**src/rtl/scr1_clk_gate_ctrl_if.sv**
```systemverilog
// Handshake bundle between the pipeline/bus side and the clock-gate controller.
// The master drives the sleep, wake and bus-status levels. The slave is the
// controller, and it returns the clock-gate enable and the status flags.
interface scr1_clk_gate_ctrl_if;
    logic clk_ctrl_en;  // global gating enable; 0 forces the clock on
    logic sleep_req;    // WFI retired, level
    logic wake_irq;     // pending enabled interrupt, level
    logic wake_dbg;     // debug halt request, level
    logic bus_busy;     // outstanding IFU/LSU transaction(s)
    logic clk_en;       // to clock-gate cell; 0 gates the core clock
    logic core_sleep;   // high while the clock is gated
    logic wake_done;    // one-cycle pulse when the core is released after wake

    modport master (
        output clk_ctrl_en,
        output sleep_req,
        output wake_irq,
        output wake_dbg,
        output bus_busy,
        input  clk_en,
        input  core_sleep,
        input  wake_done
    );

    modport slave (
        input  clk_ctrl_en,
        input  sleep_req,
        input  wake_irq,
        input  wake_dbg,
        input  bus_busy,
        output clk_en,
        output core_sleep,
        output wake_done
    );
endinterface

```
**src/rtl/scr1_clk_gate_ctrl.sv**
```systemverilog
// Sleep/wake controller feeding the core clock-gate enable.
// This block runs on the free-running clock. A sleep request first waits for
// the bus to drain and then for a run of idle cycles before the core clock is
// gated. A wake event restores the clock at once. The core is released only
// after a fixed settle window, and wake_done pulses at that moment.
module scr1_clk_gate_ctrl #(
    parameter int unsigned IDLE_CYCLES = 4,
    parameter int unsigned WAKE_CYCLES = 2,
    parameter int unsigned CNT_W       = 4
) (
    input  logic                 clk,
    input  logic                 rst,
    scr1_clk_gate_ctrl_if.slave  ctrl
);

    localparam logic [1:0] ST_RUN   = 2'd0;
    localparam logic [1:0] ST_DRAIN = 2'd1;
    localparam logic [1:0] ST_SLEEP = 2'd2;
    localparam logic [1:0] ST_WAKE  = 2'd3;

    localparam logic [CNT_W-1:0] CNT_ZERO  = CNT_W'(0);
    localparam logic [CNT_W-1:0] CNT_ONE   = CNT_W'(1);
    localparam logic [CNT_W-1:0] IDLE_LAST = CNT_W'(IDLE_CYCLES - 1);
    localparam logic [CNT_W-1:0] WAKE_LAST = CNT_W'(WAKE_CYCLES - 1);

    logic [1:0]       state_q;
    logic [1:0]       state_d;
    logic [CNT_W-1:0] cnt_q;
    logic [CNT_W-1:0] cnt_d;
    logic             wake_done_q;
    logic             wake_done_d;
    logic             wake_s;

    assign wake_s = ctrl.wake_irq | ctrl.wake_dbg;

    // Next-state and counter logic. The counter only ever moves toward its
    // compare value, so it can never wrap.
    always_comb begin
        state_d = state_q;
        cnt_d   = cnt_q;
        case (state_q)
            ST_RUN: begin
                if (ctrl.clk_ctrl_en & ctrl.sleep_req & ~wake_s) begin
                    state_d = ST_DRAIN;
                    cnt_d   = CNT_ZERO;
                end else begin
                    state_d = ST_RUN;
                    cnt_d   = CNT_ZERO;
                end
            end
            ST_DRAIN: begin
                if (wake_s | ~ctrl.sleep_req | ~ctrl.clk_ctrl_en) begin
                    // Abort: the request went away or a wake arrived first.
                    state_d = ST_RUN;
                    cnt_d   = CNT_ZERO;
                end else if (ctrl.bus_busy) begin
                    // Any traffic restarts the idle window.
                    state_d = ST_DRAIN;
                    cnt_d   = CNT_ZERO;
                end else if (cnt_q == IDLE_LAST) begin
                    state_d = ST_SLEEP;
                    cnt_d   = CNT_ZERO;
                end else begin
                    state_d = ST_DRAIN;
                    cnt_d   = cnt_q + CNT_ONE;
                end
            end
            ST_SLEEP: begin
                // sleep_req is stale here because the core is frozen.
                if (wake_s | ~ctrl.clk_ctrl_en) begin
                    state_d = ST_WAKE;
                    cnt_d   = CNT_ZERO;
                end else begin
                    state_d = ST_SLEEP;
                    cnt_d   = CNT_ZERO;
                end
            end
            ST_WAKE: begin
                // The settle window always runs to completion.
                if (cnt_q == WAKE_LAST) begin
                    state_d = ST_RUN;
                    cnt_d   = CNT_ZERO;
                end else begin
                    state_d = ST_WAKE;
                    cnt_d   = cnt_q + CNT_ONE;
                end
            end
            default: begin
                state_d = ST_RUN;
                cnt_d   = CNT_ZERO;
            end
        endcase
    end

    // Release pulse: set on the WAKE to RUN transition, so it is high in the
    // first RUN cycle.
    always_comb begin
        if ((state_q == ST_WAKE) && (cnt_q == WAKE_LAST)) begin
            wake_done_d = 1'b1;
        end else begin
            wake_done_d = 1'b0;
        end
    end

    // State, counter and pulse registers. Reset returns to RUN with the clock on.
    always_ff @(posedge clk or posedge rst) begin
        if (rst) begin
            state_q     <= ST_RUN;
            cnt_q       <= CNT_ZERO;
            wake_done_q <= 1'b0;
        end else begin
            state_q     <= state_d;
            cnt_q       <= cnt_d;
            wake_done_q <= wake_done_d;
        end
    end

    assign ctrl.clk_en     = (state_q != ST_SLEEP);
    assign ctrl.core_sleep = (state_q == ST_SLEEP);
    assign ctrl.wake_done  = wake_done_q;

endmodule

```
**src/flat_wrapper.sv**
```systemverilog
// flat-port wrapper written by rule: the top's interface ports become plain ports
module scr1_clk_gate_ctrl_flat 
#(
    parameter int unsigned IDLE_CYCLES = 4,
    parameter int unsigned WAKE_CYCLES = 2,
    parameter int unsigned CNT_W       = 4
)
  (clk, rst, ctrl_clk_ctrl_en, ctrl_sleep_req, ctrl_wake_irq, ctrl_wake_dbg, ctrl_bus_busy, ctrl_clk_en, ctrl_core_sleep, ctrl_wake_done);
  scr1_clk_gate_ctrl_if ctrl_i ();
  input  logic clk;
  input  logic rst;
  input wire logic [$bits(ctrl_i.clk_ctrl_en)-1:0] ctrl_clk_ctrl_en;
  input wire logic [$bits(ctrl_i.sleep_req)-1:0] ctrl_sleep_req;
  input wire logic [$bits(ctrl_i.wake_irq)-1:0] ctrl_wake_irq;
  input wire logic [$bits(ctrl_i.wake_dbg)-1:0] ctrl_wake_dbg;
  input wire logic [$bits(ctrl_i.bus_busy)-1:0] ctrl_bus_busy;
  output wire logic [$bits(ctrl_i.clk_en)-1:0] ctrl_clk_en;
  output wire logic [$bits(ctrl_i.core_sleep)-1:0] ctrl_core_sleep;
  output wire logic [$bits(ctrl_i.wake_done)-1:0] ctrl_wake_done;
  assign ctrl_i.clk_ctrl_en = ctrl_clk_ctrl_en;
  assign ctrl_i.sleep_req = ctrl_sleep_req;
  assign ctrl_i.wake_irq = ctrl_wake_irq;
  assign ctrl_i.wake_dbg = ctrl_wake_dbg;
  assign ctrl_i.bus_busy = ctrl_bus_busy;
  assign ctrl_clk_en = ctrl_i.clk_en;
  assign ctrl_core_sleep = ctrl_i.core_sleep;
  assign ctrl_wake_done = ctrl_i.wake_done;
  scr1_clk_gate_ctrl #(.IDLE_CYCLES(IDLE_CYCLES), .WAKE_CYCLES(WAKE_CYCLES), .CNT_W(CNT_W)) u_core (.clk(clk), .rst(rst), .ctrl(ctrl_i));
endmodule
```
**config.mk**
```make
export PLATFORM = sky130hd
export DESIGN_NAME = scr1_clk_gate_ctrl_flat
export DESIGN_NICKNAME = d
export VERILOG_FILES = /design/src/rtl/scr1_clk_gate_ctrl_if.sv /design/src/rtl/scr1_clk_gate_ctrl.sv /design/src/flat_wrapper.sv
export SDC_FILE = /design/constraint.sdc
export NUM_CORES = 1
export LEC_CHECK = 0
export BUFFER_PORTS_ARGS = -buffer_cell sky130_fd_sc_hd__buf_2
export CAP_MARGIN = 0
export CORE_AREA = 2 2 39 41
export DETAILED_ROUTE_END_ITERATION = 16
export DIE_AREA = 0 0 41 43
export SETUP_SLACK_MARGIN = 0.15
export SYNTH_ARGS = -nofsm -noshare
export SYNTH_HDL_FRONTEND = slang
export SYNTH_SLANG_ARGS = --single-unit
```
**constraint.sdc**
```tcl
create_clock -name clk -period 1.3 [get_ports clk]
set_input_delay 0.195 -clock clk [delete_from_list [all_inputs] [get_ports clk]]
set_output_delay 0.195 -clock clk [all_outputs]
set_load 0.02 [all_outputs]
```
Yosys cells after proc, flatten, opt, wreduce, memory -nomap -nowiden. Index checks and enable logic that the tools add are counted.

Register bits: 7. Output and inout bits: 3. Logic and storage cells: 35.

Add/sub/neg operators: 1. Eq/ne operators: 6. Muxes and demuxes: 13. Bitwise gates (word level): 9. Reductions and logical operators: 3.

Operators by type and width (number): two-way mux 4 bit (4); case mux 4 bit (3 select lines) (1); two-way mux 2 bit (4); case mux 2 bit (4 select lines) (1); adder 4 x 1 -> 4 bit, second input constant (1); == test 2 bit, second input constant (2); == test 4 x 1 -> 1 bit, second input constant (1); == test 4 x 2 -> 1 bit, second input constant (1); OR 1 bit (4); two-way mux 1 bit (3); inverter 1 bit (3); bitwise AND 1 bit (2); == test 2 x 1 -> 1 bit, second input constant (1); zero test 2 bit (1); inequality test 2 bit, second input constant (1); OR reduction 2 bit (1); logical AND 1 bit (1).

Longest topological paths before layout.
Depth after elaboration: 5. Mapped depth: 5. Gate-level depth less buffers: 5.

Least setup slack after synthesis. OpenSTA, ideal clock, no wires.

Path kind: reg-to-reg. From: reg u_core.cnt_q[1]. To: reg u_core.state_q[1]. Library setup time: 129 ps. Data arrival time: 1132 ps. Required time: 1171 ps. Path slack: 39 ps. Cell stages (with the launch flop): 6. Clock period less this slack: 1261 ps. Path through: dfrtp_1 -> inv_1 -> ha_1 -> or3b_4 -> o21ai_2 -> o41ai_2.

Cells in the longest elaborated chain, start to end: 5. Elaborated cells on any way between the ends: 7. Those cells by class: 2 x eq/ne; 5 x mux.

Ends and longest elaborated chain: start: declaration (RTL line scr1_clk_gate_ctrl.sv:28) `logic [CNT_W-1:0] cnt_q;`; start signal: assignment (RTL line scr1_clk_gate_ctrl.sv:113) `cnt_q <= cnt_d;`; == test 4 x 2 -> 1 bit (RTL line scr1_clk_gate_ctrl.sv:60) `end else if (cnt_q == IDLE_LAST) begin`; two-way mux 2 bit (RTL line scr1_clk_gate_ctrl.sv:60); two-way mux 2 bit (RTL line scr1_clk_gate_ctrl.sv:56) `end else if (ctrl.bus_busy) begin`; two-way mux 2 bit (RTL line scr1_clk_gate_ctrl.sv:52) `if (wake_s | ~ctrl.sleep_req | ~ctrl.clk_ctrl_en) begin`; case mux 2 bit (4 select lines) (*) (RTL line scr1_clk_gate_ctrl.sv:41) `case (state_q)`; net u_core.state_d[1] (RTL line scr1_clk_gate_ctrl.sv:27) `logic [1:0] state_d;`; end signal: assignment (RTL line scr1_clk_gate_ctrl.sv:112) `state_q <= state_d;`; end: declaration (RTL line scr1_clk_gate_ctrl.sv:26) `logic [1:0] state_q;`.

The timed path passes the listed nets; every way through them passes the cells marked *.

Final worst setup path.
From: reg u_core.cnt_q[1]. To: reg u_core.state_q[0].

The elaborated chain is that of the path after synthesis.

==> metrics.md <==
| Metric | Value |
|---|---|
| Area fraction of the dominant cell type after synthesis | 45.5% |
| Post-Synthesis Cells | 36 |
| Worst r2r dst | u_core.state_q[0] |
| Die Y | 43 um |
| Hold worst-path end | u_core.state_q[1] |
| Violated checks | setup timing |
| CP max FO | 3 |
| Clock share of power | 42.7% |
| Initial antenna violation count | 0 |
| Seq/Total Area, Yosys | 45.5% |
| Slowest CP cell | dfrtp_1 |
| Buffers on Ports | 9 |
| Row Count | 14 |
| Reg area | 175 um^2 |
| Crit Path Category | flop to flop |
| Antenna diodes | 0 |
| # setup viols final | 6 |
| Vias | 352 |
| Most common cell after layout, fill and taps aside | buf_4 |
| Setup repair after global routing missed its margin | true |
| Post-synth cell types | 19 |
| RR Startpoint | u_core.cnt_q[1] |
| Internal power | 353 uW |
| CP required | 1420 ps |
| Die W | 41 um |
| Clk slew on worst S/H paths | 50 ps |
| Slew HR | 80.1% |
| RD Place Congestion | 0.718 |
| Final layout net count | 69 |
| Overall routing resource usage | 12.7% |
| Fmax | 743 MHz |
| PD cells | 721 nW/um^2 |
| Post-synth top area cell | dfrtp_1 |
| Ys Warns | 0 |
| Clock sink count | 7 |
| Syn_nets | 45 |
| Synth top area cells | dfrtp_1 45%, ha_1 6.5%, or3b_4 5.8% |
| Global-route wire length before repair | 1420 um |
| Filler instances | 152 |
| Crit path buffers/inverters | 1 |
| CP Capture Type | flop |
| Via/cell ratio | 4.69 |
| Hold Crit Class | input port to flop |
| Psw | 89.3 uW |
| Vias in the first global route | 380 |
| Multi-input gate area | 241 um^2 |
| Slew @ Worst Pin | 297 ps |
| Total detailed-routing wirelength | 853 um |
| Worst path top cell family by delay | flip-flops |
| Worst Hold Slack | 193 ps |
| Mapped cell area | 385 um^2 |
| Drt drc | 0 |
| Root Driver | clkbuf_4 |
| Switching part of the total power | 20.2% |
| Pin count of the biggest net entering global routing | 8 |
| Count of final max-slew check failures | 0 |
| CORE AREA | 1380 um^2 |
| Post-route ant nets | 0 |
| Initial Utilization | 27.8% |
| Worst R2R Path Depth | 5 |
| Final Hold Fails | 0 |
| Initial DRC count | 3 |
| Area grow syn2layout | 59.1% |
| CP arrival | 1470 ps |
| Clock Skews | 0.641 ps |
| Most frequent cells in the layout | 9 x buf_4, 7 x buf_2, 7 x dfrtp_1 |
| CTS Buf Count | 3 |
| Worst-Skew Late Latency | 240 ps |
| Slowest Stage Delay on Critical Path | 400 ps |
| Leakage power | 0.000279 uW |
| Mean Syn Cell Area | 10.7 um^2 |
| Sequential share of power | 49.8% |
| Detailed Place HPWL | 523 um |
| Final WS setup | -46.3 ps |
| Router iterations before antenna repair | 4 |
| Worst Setup Start Kind | flop |
| Flops & latches, synth | 7 |
| Hold Crit Start | ctrl_bus_busy |
| CTS tree | done |
| I/O pin cnt | 10 |
| Die area | 1760 um^2 |
| Period Utilization, post-route | 104% |
| Clk buf depth | 2 |
| Grt total ovfl | 0 |
| Max_cap viols | 0 |
| Status | finished with violations |
| CTS H-tree depth | 1 |
| Fin crit period | 1350 ps |
| Crit-path cells | inv_1 > ha_1 > or3b_4 > o21ai_4 > o22ai_1 |
| Combinational Power Share | 7.5% |
| Reg-to-reg slack, setup | -50 ps |
| DR WL/cell | 11.4 um |
| Util after Layout | 44.3% |
| Hold Crit Depth | 2 |
| Maximum vdd drop | 392 uV |
| Share of cells above drive strength 1 | 61.0% |
==> cells by family (layout without fill, tap and decap cells) <==
| family | count (synthesis) | in the layout | synth area share, % |
|---|---|---|---|
| adders and majority gates | 2 | 2 | 6.49 |
| xor gates and xnor gates | 2 | 2 | 4.55 |
| DFF | 7 | 7 | 45.5 |
| AOI/OAI and AO/OA | 7 | 7 | 13.3 |
| and+or+nand+nor | 14 | 14 | 26.3 |
| buffers and inverters | 4 | 27 | 3.89 |
==> worst register-to-register path: stages, from the launching register on <==
cell and delay, ps:
dfrtp_1 400, inv_1 70, ha_1 120, or3b_4 400
o21ai_4 150, o22ai_1 90
==> registers in the layout (all words and copies together) (netlist names) <==
name                   cells
u_core.cnt_q               4
u_core.ctrl.wake_done      1
u_core.state_q             2
==> layout make-up <==
| class | count | share of cell area, % |
|---|---|---|
| multi-input cells | 25 | 39.4 |
| inverters | 4 | 2.45 |
| well taps | 16 | 3.27 |
| clock buffers | 4 | 4.29 |
| repair buffers | 19 | 22.0 |
| flip-flops and latches | 7 | 28.6 |
==> power by group through the flow <==
| stage | logic (uW) | registers (uW) | clock network, uW |
|---|---|---|---|
| 6_report | 33.0 | 220 | 189 |
| 5_1_grt | 37.1 | 220 | 209 |
| 4_1_cts | 31.5 | 220 | 199 |
| 3_5_place_dp | 23.9 | 224 | 0 |
| 3_3_place_gp | 23.6 | 224 | 0 |
| 2_1_floorplan | 11.6 | 223 | 0 |
==> metrics by stage <==
step	instance area (um^2)	std cells	setup WS (ps)	power, uW	setup TNS (ps)
6_report	613	75	-46.3	442	-192
3_3_place_gp	458	62	-28.6	247	-96.7
2_1_floorplan	385	36	39.4	235	0
3_5_place_dp	458	62	-30.2	247	-136
5_1_grt	613	75	-101	466	-549
4_1_cts	566	72	-29.7	450	-61.3
==> timing repair <==
action / in CTS / in global routing
hold buffers: 1 / 0
hold endpoints to repair: 7 / 0
gates resized for setup: 8 / 6
setup buffers: 5 / 3
setup endpoints to repair: 8 / 9
pin swaps: 4 / 0
==> worst max path at each step <==
stage / start / end / cells past startpoint
after floorplan: u_core.cnt_q[1] / u_core.state_q[1] / 5
after global placement: u_core.cnt_q[0] / u_core.cnt_q[2] / 4
after detailed placement: u_core.cnt_q[0] / u_core.cnt_q[1] / 4
after CTS: u_core.cnt_q[1] / u_core.state_q[1] / 5
after global routing: u_core.cnt_q[1] / u_core.state_q[0] / 5
final: u_core.cnt_q[1] / u_core.state_q[0] / 5
==> cell usage after synthesis (all sizes together) <==
master  instances
dfrtp           7
o41ai           1
nor2            1
nor2b           2
a21oi           4
o22ai           1
nor3b           1
and2            1
nand3           2
xor2            1
nor3            1
nand2           3
or3b            2
inv             4
xnor2           1
ha              2
nand4           1
o21ai           1
==> layer usage <==
metal / wire length, um / up-vias / share of wire, % / track usage, %
met1: 330 / 169 / 39 / 13.3
met2: 464 / 11 / 54 / 20.0
met5: 0 / - / 0 / 0
li1: - / 170 / - / -
met4: 9 / 0 / 1.1 / 12.0
met3: 49 / 2 / 5.7 / 1.57
Power figures use the tool's default switching activity.
